File: src/rtl/pipeline_stall_ctrl_if.sv
// Handshake bundle between the hazard/branch/memory logic and the
// pipeline stall controller. The master side drives the hazard, branch and
// memory handshake flags. The slave side (the controller) drives the
// freeze, bubble and flush controls, the state and the performance counters.
// Handshake semantics: mem_req marks a load/store that occupies MEM in this
// cycle, and mem_ready marks the cycle in which memory completes it. The
// stage stalls on every cycle with mem_req=1 and mem_ready=0. The
// branch_taken flag is a single-cycle pulse from EXE.
interface pipeline_stall_ctrl_if #(
    parameter int CNT_WIDTH = 16
);
    logic                 hazard_detected;
    logic                 branch_taken;
    logic                 mem_req;
    logic                 mem_ready;
    logic                 pc_freeze;
    logic                 if_id_freeze;
    logic                 if_id_flush;
    logic                 id_exe_bubble;
    logic                 exe_mem_freeze;
    logic                 mem_wb_bubble;
    logic [1:0]           ctrl_state;
    logic [CNT_WIDTH-1:0] stall_cnt;
    logic [CNT_WIDTH-1:0] flush_cnt;
    logic [CNT_WIDTH-1:0] mem_wait_cnt;
    logic                 timeout_err;

    modport master (
        output hazard_detected, branch_taken, mem_req, mem_ready,
        input  pc_freeze, if_id_freeze, if_id_flush, id_exe_bubble,
               exe_mem_freeze, mem_wb_bubble, ctrl_state,
               stall_cnt, flush_cnt, mem_wait_cnt, timeout_err
    );

    modport slave (
        input  hazard_detected, branch_taken, mem_req, mem_ready,
        output pc_freeze, if_id_freeze, if_id_flush, id_exe_bubble,
               exe_mem_freeze, mem_wb_bubble, ctrl_state,
               stall_cnt, flush_cnt, mem_wait_cnt, timeout_err
    );
endinterface

File: src/rtl/pipeline_stall_ctrl.sv
// Stall/flush controller for the 5-stage MIPS pipeline.
// It produces the freeze, bubble and flush controls combinationally from
// the FSM state and the current inputs. A multi-cycle memory access freezes
// the whole pipeline. A branch that is taken in the first stalled cycle is
// held back and issued as a flush when memory releases.
// Optional macro STALL_PERF_CNT_EN builds the stall, flush and mem-wait
// performance counters. Without it, those counter outputs are tied to 0.
module pipeline_stall_ctrl #(
    parameter int CNT_WIDTH   = 16,
    parameter int MEM_TIMEOUT = 64
) (
    input  logic                  clk,
    input  logic                  rst,
    pipeline_stall_ctrl_if.slave  bus
);
    typedef enum logic [1:0] {
        ST_RUN        = 2'd0,
        ST_MEM_WAIT   = 2'd1,
        ST_FLUSH_PEND = 2'd2
    } state_t;

    localparam int TIMER_W = $clog2(MEM_TIMEOUT + 1);

    // FLUSH_PEND is itself the pending-flush flag: it is set only by a branch
    // that coincides with the first stall cycle, and it is cleared on release.
    state_t               r_state;
    logic [TIMER_W-1:0]   r_timer;
    logic                 r_timeout_err;

    state_t               w_state_nxt;
    logic                 w_mem_stall;
    logic                 w_wait_state;
    logic                 w_pc_freeze;
    logic                 w_if_id_freeze;
    logic                 w_if_id_flush;
    logic                 w_id_exe_bubble;
    logic                 w_exe_mem_freeze;
    logic                 w_mem_wb_bubble;

    assign w_mem_stall  = bus.mem_req & ~bus.mem_ready;
    assign w_wait_state = (r_state == ST_MEM_WAIT) || (r_state == ST_FLUSH_PEND);

    // Next state and same-cycle pipeline controls; everything is quiet in reset
    always_comb begin
        w_state_nxt      = ST_RUN;
        w_pc_freeze      = 1'b0;
        w_if_id_freeze   = 1'b0;
        w_if_id_flush    = 1'b0;
        w_id_exe_bubble  = 1'b0;
        w_exe_mem_freeze = 1'b0;
        w_mem_wb_bubble  = 1'b0;
        if (!rst) begin
            case (r_state)
                ST_RUN, ST_MEM_WAIT: begin
                    if (w_mem_stall) begin
                        w_pc_freeze      = 1'b1;
                        w_if_id_freeze   = 1'b1;
                        w_exe_mem_freeze = 1'b1;
                        w_mem_wb_bubble  = 1'b1;
                        // EXE is already frozen in MEM_WAIT, so a branch there is stale
                        if (r_state == ST_RUN && bus.branch_taken)
                            w_state_nxt = ST_FLUSH_PEND;
                        else
                            w_state_nxt = ST_MEM_WAIT;
                    end else if (bus.branch_taken) begin
                        w_if_id_flush   = 1'b1;
                        w_id_exe_bubble = 1'b1;
                    end else if (bus.hazard_detected) begin
                        w_pc_freeze     = 1'b1;
                        w_if_id_freeze  = 1'b1;
                        w_id_exe_bubble = 1'b1;
                    end
                end
                ST_FLUSH_PEND: begin
                    if (w_mem_stall) begin
                        w_pc_freeze      = 1'b1;
                        w_if_id_freeze   = 1'b1;
                        w_exe_mem_freeze = 1'b1;
                        w_mem_wb_bubble  = 1'b1;
                        w_state_nxt      = ST_FLUSH_PEND;
                    end else begin
                        // Deferred flush wins; any hazard this cycle is discarded
                        w_if_id_flush   = 1'b1;
                        w_id_exe_bubble = 1'b1;
                    end
                end
                default: ;
            endcase
        end
    end

    // FSM state, consecutive-wait timer and sticky timeout flag
    always_ff @(posedge clk) begin
        if (rst) begin
            r_state       <= ST_RUN;
            r_timer       <= '0;
            r_timeout_err <= 1'b0;
        end else begin
            r_state <= w_state_nxt;
            if (w_wait_state) begin
                if (r_timer != TIMER_W'(MEM_TIMEOUT))
                    r_timer <= r_timer + TIMER_W'(1);
                if (r_timer >= TIMER_W'(MEM_TIMEOUT - 1))
                    r_timeout_err <= 1'b1;
            end else begin
                r_timer <= '0;
            end
        end
    end

`ifdef STALL_PERF_CNT_EN
    logic [CNT_WIDTH-1:0] r_stall_cnt;
    logic [CNT_WIDTH-1:0] r_flush_cnt;
    logic [CNT_WIDTH-1:0] r_mem_wait_cnt;

    // Saturating performance counters; a hazard stall is the only case with both pc_freeze and a bubble
    always_ff @(posedge clk) begin
        if (rst) begin
            r_stall_cnt    <= '0;
            r_flush_cnt    <= '0;
            r_mem_wait_cnt <= '0;
        end else begin
            if (w_pc_freeze && w_id_exe_bubble && (r_stall_cnt != {CNT_WIDTH{1'b1}}))
                r_stall_cnt <= r_stall_cnt + 1'b1;
            if (w_if_id_flush && (r_flush_cnt != {CNT_WIDTH{1'b1}}))
                r_flush_cnt <= r_flush_cnt + 1'b1;
            if (w_wait_state && (r_mem_wait_cnt != {CNT_WIDTH{1'b1}}))
                r_mem_wait_cnt <= r_mem_wait_cnt + 1'b1;
        end
    end

    assign bus.stall_cnt    = r_stall_cnt;
    assign bus.flush_cnt    = r_flush_cnt;
    assign bus.mem_wait_cnt = r_mem_wait_cnt;
`else
    assign bus.stall_cnt    = {CNT_WIDTH{1'b0}};
    assign bus.flush_cnt    = {CNT_WIDTH{1'b0}};
    assign bus.mem_wait_cnt = {CNT_WIDTH{1'b0}};
`endif

    assign bus.pc_freeze      = w_pc_freeze;
    assign bus.if_id_freeze   = w_if_id_freeze;
    assign bus.if_id_flush    = w_if_id_flush;
    assign bus.id_exe_bubble  = w_id_exe_bubble;
    assign bus.exe_mem_freeze = w_exe_mem_freeze;
    assign bus.mem_wb_bubble  = w_mem_wb_bubble;
    assign bus.ctrl_state     = r_state;
    assign bus.timeout_err    = r_timeout_err;
endmodule

File: src/flat_wrapper.sv
// flat-port wrapper written by rule: the top's interface ports become plain ports
module pipeline_stall_ctrl_flat 
#(
    parameter int CNT_WIDTH   = 16,
    parameter int MEM_TIMEOUT = 64
)
  (clk, rst, bus_hazard_detected, bus_branch_taken, bus_mem_req, bus_mem_ready, bus_pc_freeze, bus_if_id_freeze, bus_if_id_flush, bus_id_exe_bubble, bus_exe_mem_freeze, bus_mem_wb_bubble, bus_ctrl_state, bus_stall_cnt, bus_flush_cnt, bus_mem_wait_cnt, bus_timeout_err);
  pipeline_stall_ctrl_if #(.CNT_WIDTH(CNT_WIDTH)) bus_i ();
  input  logic clk;
  input  logic rst;
  input wire logic [$bits(bus_i.hazard_detected)-1:0] bus_hazard_detected;
  input wire logic [$bits(bus_i.branch_taken)-1:0] bus_branch_taken;
  input wire logic [$bits(bus_i.mem_req)-1:0] bus_mem_req;
  input wire logic [$bits(bus_i.mem_ready)-1:0] bus_mem_ready;
  output wire logic [$bits(bus_i.pc_freeze)-1:0] bus_pc_freeze;
  output wire logic [$bits(bus_i.if_id_freeze)-1:0] bus_if_id_freeze;
  output wire logic [$bits(bus_i.if_id_flush)-1:0] bus_if_id_flush;
  output wire logic [$bits(bus_i.id_exe_bubble)-1:0] bus_id_exe_bubble;
  output wire logic [$bits(bus_i.exe_mem_freeze)-1:0] bus_exe_mem_freeze;
  output wire logic [$bits(bus_i.mem_wb_bubble)-1:0] bus_mem_wb_bubble;
  output wire logic [$bits(bus_i.ctrl_state)-1:0] bus_ctrl_state;
  output wire logic [$bits(bus_i.stall_cnt)-1:0] bus_stall_cnt;
  output wire logic [$bits(bus_i.flush_cnt)-1:0] bus_flush_cnt;
  output wire logic [$bits(bus_i.mem_wait_cnt)-1:0] bus_mem_wait_cnt;
  output wire logic [$bits(bus_i.timeout_err)-1:0] bus_timeout_err;
  assign bus_i.hazard_detected = bus_hazard_detected;
  assign bus_i.branch_taken = bus_branch_taken;
  assign bus_i.mem_req = bus_mem_req;
  assign bus_i.mem_ready = bus_mem_ready;
  assign bus_pc_freeze = bus_i.pc_freeze;
  assign bus_if_id_freeze = bus_i.if_id_freeze;
  assign bus_if_id_flush = bus_i.if_id_flush;
  assign bus_id_exe_bubble = bus_i.id_exe_bubble;
  assign bus_exe_mem_freeze = bus_i.exe_mem_freeze;
  assign bus_mem_wb_bubble = bus_i.mem_wb_bubble;
  assign bus_ctrl_state = bus_i.ctrl_state;
  assign bus_stall_cnt = bus_i.stall_cnt;
  assign bus_flush_cnt = bus_i.flush_cnt;
  assign bus_mem_wait_cnt = bus_i.mem_wait_cnt;
  assign bus_timeout_err = bus_i.timeout_err;
  pipeline_stall_ctrl #(.CNT_WIDTH(CNT_WIDTH), .MEM_TIMEOUT(MEM_TIMEOUT)) u_core (.clk(clk), .rst(rst), .bus(bus_i));
endmodule
File: config.mk
export PLATFORM = sky130hd
export DESIGN_NAME = pipeline_stall_ctrl_flat
export DESIGN_NICKNAME = d
export VERILOG_FILES = /design/src/rtl/pipeline_stall_ctrl_if.sv /design/src/rtl/pipeline_stall_ctrl.sv /design/src/flat_wrapper.sv
export SDC_FILE = /design/constraint.sdc
export NUM_CORES = 1
export LEC_CHECK = 0
export BUFFER_PORTS_ARGS = -buffer_cell sky130_fd_sc_hd__buf_2
export CAP_MARGIN = 5
export CELL_PAD_IN_SITES_DETAIL_PLACEMENT = 0
export CELL_PAD_IN_SITES_GLOBAL_PLACEMENT = 1
export CORE_MARGIN = 2
export CORE_UTILIZATION = 28
export DETAILED_ROUTE_END_ITERATION = 7
export PLACE_DENSITY = 0.87
export SLEW_MARGIN = 25
export SYNTH_ARGS = -nofsm -noshare
export SYNTH_HDL_FRONTEND = slang
export SYNTH_SLANG_ARGS = --single-unit
File: constraint.sdc
create_clock -name clk -period 1.65 [get_ports clk]
set_clock_uncertainty 0.15 [all_clocks]
set_input_delay 0.33 -clock clk [delete_from_list [all_inputs] [get_ports clk]]
set_output_delay 0.33 -clock clk [all_outputs]
set_load 0.1 [all_outputs]
==> results of run 1 <==
==> cell usage in the layout, fill, tap and decap left out <==
cell type   Yosys  routed
conb_1          1      48
buf_2           0       8
dfxtp_1        10       8
a21oi_1         8       6
buf_12          0       6
inv_1           7       4
nand2_1         4       4
nand3_1         4       4
ha_4            0       4
buf_4          50       4
nor2b_1         3       3
nor3_1          3       3
o21ai_0         4       3
nor2_1          4       3
clkbuf_4        0       3
inv_4           0       2
a21oi_4         0       2
o21ai_2         1       2
nand2b_1        3       2
or3_1           2       2
xor2_1          2       2
ha_1            6       2
dfxtp_4         0       2
nor2_4          0       1
clkinvlp_4      0       1
o22ai_2         0       1
nand2b_4        0       1
o22ai_4         0       1
a21boi_4        0       1
or4b_4          1       1
nor2_2          1       1
xnor2_1         1       1
nor4b_1         1       1
nor3_2          1       1
a211o_1         1       1
mux2i_1         1       1
clkbuf_1        1       1
==> stage by stage <==
| stage | utilization (%) | power [uW] |
|---|---|---|
| finish | 35.4 | 1090 |
| global placement | 33.9 | 911 |
| global route | 35.4 | 1120 |
| floorplan | - | 952 |
| CTS | 35.2 | 1100 |
| detailed placement | 33.9 | 913 |
==> kinds of logic after synthesis <==
group,count (synthesis)
flops,10
other cells,1
buf+inv,58
mux,1
simple gates,27
xor+xnor,3
compound gates,17
fa+ha+maj,6
==> final cells by class <==
type,count,area [sq um]
repair buffers,18,190
inverters,7,35.0
well taps,46,57.6
fillers,366,2150
multi-input cells,102,666
flip-flops and latches,10,208
clock buffers,4,26.3
==> path summary, 6_finish.rpt <==
kind | cells past startpoint | start | end
worst min register to register | 2 | u_core.r_timer[1] | u_core.r_timer[1]
worst min-delay path | 2 | rst | u_core.bus.timeout_err
worst max-delay path | 4 | u_core.bus.ctrl_state[1] | bus_pc_freeze
worst max register to register | 5 | u_core.bus.ctrl_state[0] | u_core.bus.timeout_err
==> report_power, final <==
group | internal, uW | total (uW) | switching, uW
Combinational | 73.6 | 670 | 596
Clock | 93.4 | 174 | 80.6
Sequential | 241 | 246 | 4.53
==> routing by layer <==
| metal | part of all wire, % | global-route usage, % | vias up |
|---|---|---|---|
| li1 | - | - | 338 |
| met2 | 51 | 13.2 | 29 |
| met1 | 40 | 8.51 | 300 |
| met4 | 0 | 0.833 | 0 |
| met5 | 0 | 0 | - |
| met3 | 9.4 | 3.42 | 0 |
==> registers in the layout (all words and copies together), names as in the netlist <==
name / cells
u_core.bus.timeout_err: 1
u_core.r_timer: 7
u_core.bus.ctrl_state: 2
==> what timing repair did <==
action	in CTS	in global routing
resized for setup	2	2
pin swaps	4	1
setup buffers	1	0
setup endpoints to repair	6	6
==> critical path, cell delays in order (launching register included) <==
cell and delay, ns:
dfxtp_4 0.37, ha_4 0.17, nor2_4 0.12, a21boi_4 0.26, buf_12 0.20
==> qor.csv, run 1 <==
metric,value,unit
CTS Buffer Depth,2,
clock root buffer,clkbuf_4,
total CTS buffers,3,
share of layout cells above drive strength 1,29.8,%
WP data required,1.17,ns
initial DRC count,17,
number of enable flip-flop cells after synthesis,0,
cts hold-fix bufs,0,
post-synthesis cell area,972,sq um
CTS tree,done,
actual slew at the worst max-slew pin,0.513,ns
hold_ws,0.194,ns
Clock Latency Late Sink,0.26,ns
"top cells by count, synth","50 x buf_4, 10 x dfxtp_1, 8 x a21oi_1",
Syn Inst Count,123,
Setup CP Type,reg -> out,
DRT antenna net count,0,
placed inst area,1130,sq um
failing checks,negative setup slack,
IO Port Bufs,14,
Mean Syn Cell Area,7.90,sq um
Top Ports,63,
final worst slack,-0.217,ns
simple-gate portion of the synthesized area,15.8,%
Routability Congestion,0.733,
post-synthesis mux area share,1.03,%
CP Capture Type,output pin,
"Hold Vio Cnt, Final",0,
Worst-path clk slew,0.06,ns
final-report setup violation count,6,
n_diodes,0,
CP arrival,1.39,ns
Post-synth ARST share,0,%
"area leader, netlist",buf_4,
H-tree levels,1,
count of unique library cells instantiated by Yosys,26,
dominant synthesized flop cell,dfxtp_1,
pre-CTS WS,-0.0876,ns
Cell Rows,21,
vias per cell,3.57,
main combinational cell family by area after synthesis,buffers and inverters,
Slew HR,66.1,%
Post-Synth Adder-Cell Area,7.72,%
top-count cell post-synth,buf_4,
synth warn,0,
Placed Cells,182,
Die H,62.9,um
clock period minus worst slack,1.87,ns
vias,667,
Starting Density,29.1,%
Post-Layout Cell Count,187,
core footprint,3340,sq um
CP startpoint kind,flip-flop,
Worst IR Drop VDD,0.348,mV
DRC viols,0,
antenna violations before repair,0,
f_max,536,MHz
largest net degree at the start of global routing,9,
P&R area growth vs syn,21.6,%
RSZ-0062 raised after global routing,yes,
Max-Cap Viols,0,
post-synthesis compound-gate area fraction,10.0,%
sequential cell area fraction in the yosys report,20.6,%
Final HPWL DP,1270,um
Hold Path Class,in -> reg,
Detailed Route WL,1500,um
first-pass GRT wire length,2410,um
vias in the first global route,577,
CP Max Fanout,4,
total die area,3960,sq um
Seq cells post-synth,10,
"reg-to-reg slack, setup",0.20,ns
LEAKAGE,0.000517,uW
power per cell area,922,nW/um^2
number of clock sinks,10,
XOR/XNOR share of the synthesized area,2.70,%
area share of the largest cell type after synthesis,38.6,%
# nets final,154,
Avg WL per Cell,8.01,um
drt pass-1 iters,2,
largest cells by area after synthesis,"buf_4 39%, dfxtp_1 21%, ha_1 7.7%",
outcome,"finished, violations left",
GRT Residual Overflow,0,
final critical-path share of the clock period,113,%
Setup TNS,-1.18,ns
Final Max Slew Viols,0,
Total GRT Usage,7.49,%
Die Wd,62.9,um
Post-Layout Inst Area,1180,sq um
Note: power is estimated with default switching activity, not from simulation.
==> run 2: changes to the inputs <==
CORE_UTILIZATION = 25   (was 28)
PLACE_DENSITY = 0.82   (was 0.87)
RECOVER_POWER = 50   (was not set)
clock period = 1.6 ns   (was 1.65 ns; I/O delays follow)
==> qor.csv, run 2 (synthesis results as in run 1) <==
metric,value,unit,change
outcome,"finished, violations left",,
failing checks,negative setup slack,,
Setup CP Type,reg -> out,,
Final HPWL DP,1280,um,+1.2%
Total GRT Usage,7.63,%,+0.14 points
initial DRC count,7,,-10
number of clock sinks,10,,unchanged
Filler Cell Count,403,,+10%
Hold Path Class,in -> reg,,
RSZ-0062 raised after global routing,yes,,
core footprint,3690,sq um,+11%
IO Port Bufs,14,,unchanged
global route hottest layer,met2,,
Die Wd,66.4,um,+5.5%
final-report setup violation count,6,,unchanged
final worst slack,-0.246,ns,-0.0293 ns
GRT Residual Overflow,0,,unchanged
Cell Rows,22,,+4.8%
LEAKAGE,0.000549,uW,+6.2%
Clock Latency Late Sink,0.24,ns,-0.02 ns
placed inst area,1200,sq um,+6.2%
Top Ports,63,,unchanged
largest net degree at the start of global routing,7,,-2
antenna violations before repair,0,,unchanged
DRT antenna net count,0,,unchanged
f_max,542,MHz,
Final Max Slew Viols,0,,unchanged
DRC viols,0,,unchanged
"most common cell after layout, fill and taps aside",conb_1,,
vias per cell,3.66,,+2.7%
P&R area growth vs syn,28.6,%,
hold_ws,0.193,ns,-0.00151 ns
CP startpoint kind,flip-flop,,
CTS Buffer Depth,2,,unchanged
CP Capture Type,output pin,,
H-tree levels,1,,unchanged
clock root buffer,clkbuf_8,,
vias in the first global route,593,,+2.8%
clock period minus worst slack,1.85,ns,
Starting Density,26.4,%,-2.8 points
Post-Layout Cell Count,193,,+3.2%
Avg WL per Cell,7.82,um,-2.3%
vias,707,,+6.0%
Die H,66.4,um,+5.5%
total die area,4400,sq um,+11%
power per cell area,1020,nW/um^2,+10%
CTS tree,done,,
total CTS buffers,3,,unchanged
Setup TNS,-1.19,ns,-0.0155 ns
met2 usage,12.4,%,-0.79 points
CP Max Fanout,4,,unchanged
Routability Congestion,0.716,,-2.3%
GR Util met1,8.27,%,-0.23 points
most frequent cells in the layout,"48 x conb_1, 9 x buf_4, 8 x dfxtp_1",,
Placed Cells,189,,+3.8%
CP arrival,1.38,ns,about the same
share of layout cells above drive strength 1,33.1,%,+3.3 points
Worst-path clk slew,0.04,ns,-0.02 ns
# nets final,158,,+2.6%
max reg flops,7,,unchanged
final critical-path share of the clock period,115,%,
Max-Cap Viols,0,,unchanged
drt pass-1 iters,4,,+2
Worst IR Drop VDD,0.322,mV,-7.3%
Post-Layout Inst Area,1250,sq um,+5.7%
WP data required,1.13,ns,-0.04 ns
Largest Register,u_core.r_timer,,
"Hold Vio Cnt, Final",0,,unchanged
first-pass GRT wire length,2480,um,+3.2%
met3 usage,0.511,%,-2.9 points
Detailed Route WL,1510,um,+0.80%
pre-CTS WS,-0.122,ns,-0.0340 ns
n_diodes,0,,unchanged
-- run 2: cell count changes in the layout (fill, tap and decap cells not counted), sizes merged --
| cell | previous run | this run |
|---|---|---|
| buf | 18 | 21 |
| clkbuf | 4 | 5 |
-- run 2: final cells by class --
cell class / count / area [sq um] / area share [%]
clock buffer: 4 / 55.1 / 4.40
inverter: 7 / 35.0 / 2.80
multi-input combinational: 102 / 671 / 53.7
sequential: 10 / 208 / 16.6
tap: 48 / 60.1 / 4.80
timing repair buffer: 22 / 221 / 17.7
-- run 2: through the flow --
stage | total power, uW | util (%)
3_3_place_gp | 951 | 32.6
4_1_cts | 1280 | 34.4
2_1_floorplan | 982 | -
6_report | 1270 | 33.9
5_1_grt | 1310 | 33.9
3_5_place_dp | 953 | 32.6
-- run 2: worst paths after layout --
kind	startpoint	end	slack, ns	depth (start not counted)
worst min-delay path	rst	u_core.bus.timeout_err	0.19	2
worst max register to register	u_core.r_timer[0]	u_core.r_timer[6]	0.16	4
worst max-delay path	u_core.bus.ctrl_state[0]	bus_if_id_freeze	-0.25	4
worst min register to register	u_core.r_timer[6]	u_core.r_timer[6]	0.37	2
-- run 2: metal layers --
| layer | routed length, um | up-vias |
|---|---|---|
| met5 | 0 | - |
| met4 | 73 | 0 |
| met3 | 137 | 5 |
| met2 | 732 | 40 |
| met1 | 566 | 316 |
| li1 | - | 346 |
-- run 2: what timing repair did --
item | CTS | global route
gates resized for setup | 2 | 3
hold buffers | 0 | 0
buffers inserted | 0 | 0
setup endpoints to repair | 6 | 6
pin swaps | 5 | 0
-- run 2: power by group --
part	internal, uW	total (uW)	switching, uW
logic	80.6	696	615
registers	250	255	4.67
clock network	216	319	102
-- run 2: critical path: stages, from the launching register on --
cell and delay, ns:
dfxtp_4 0.37, ha_4 0.17, nor2_4 0.13, a21boi_4 0.27, buf_12 0.20
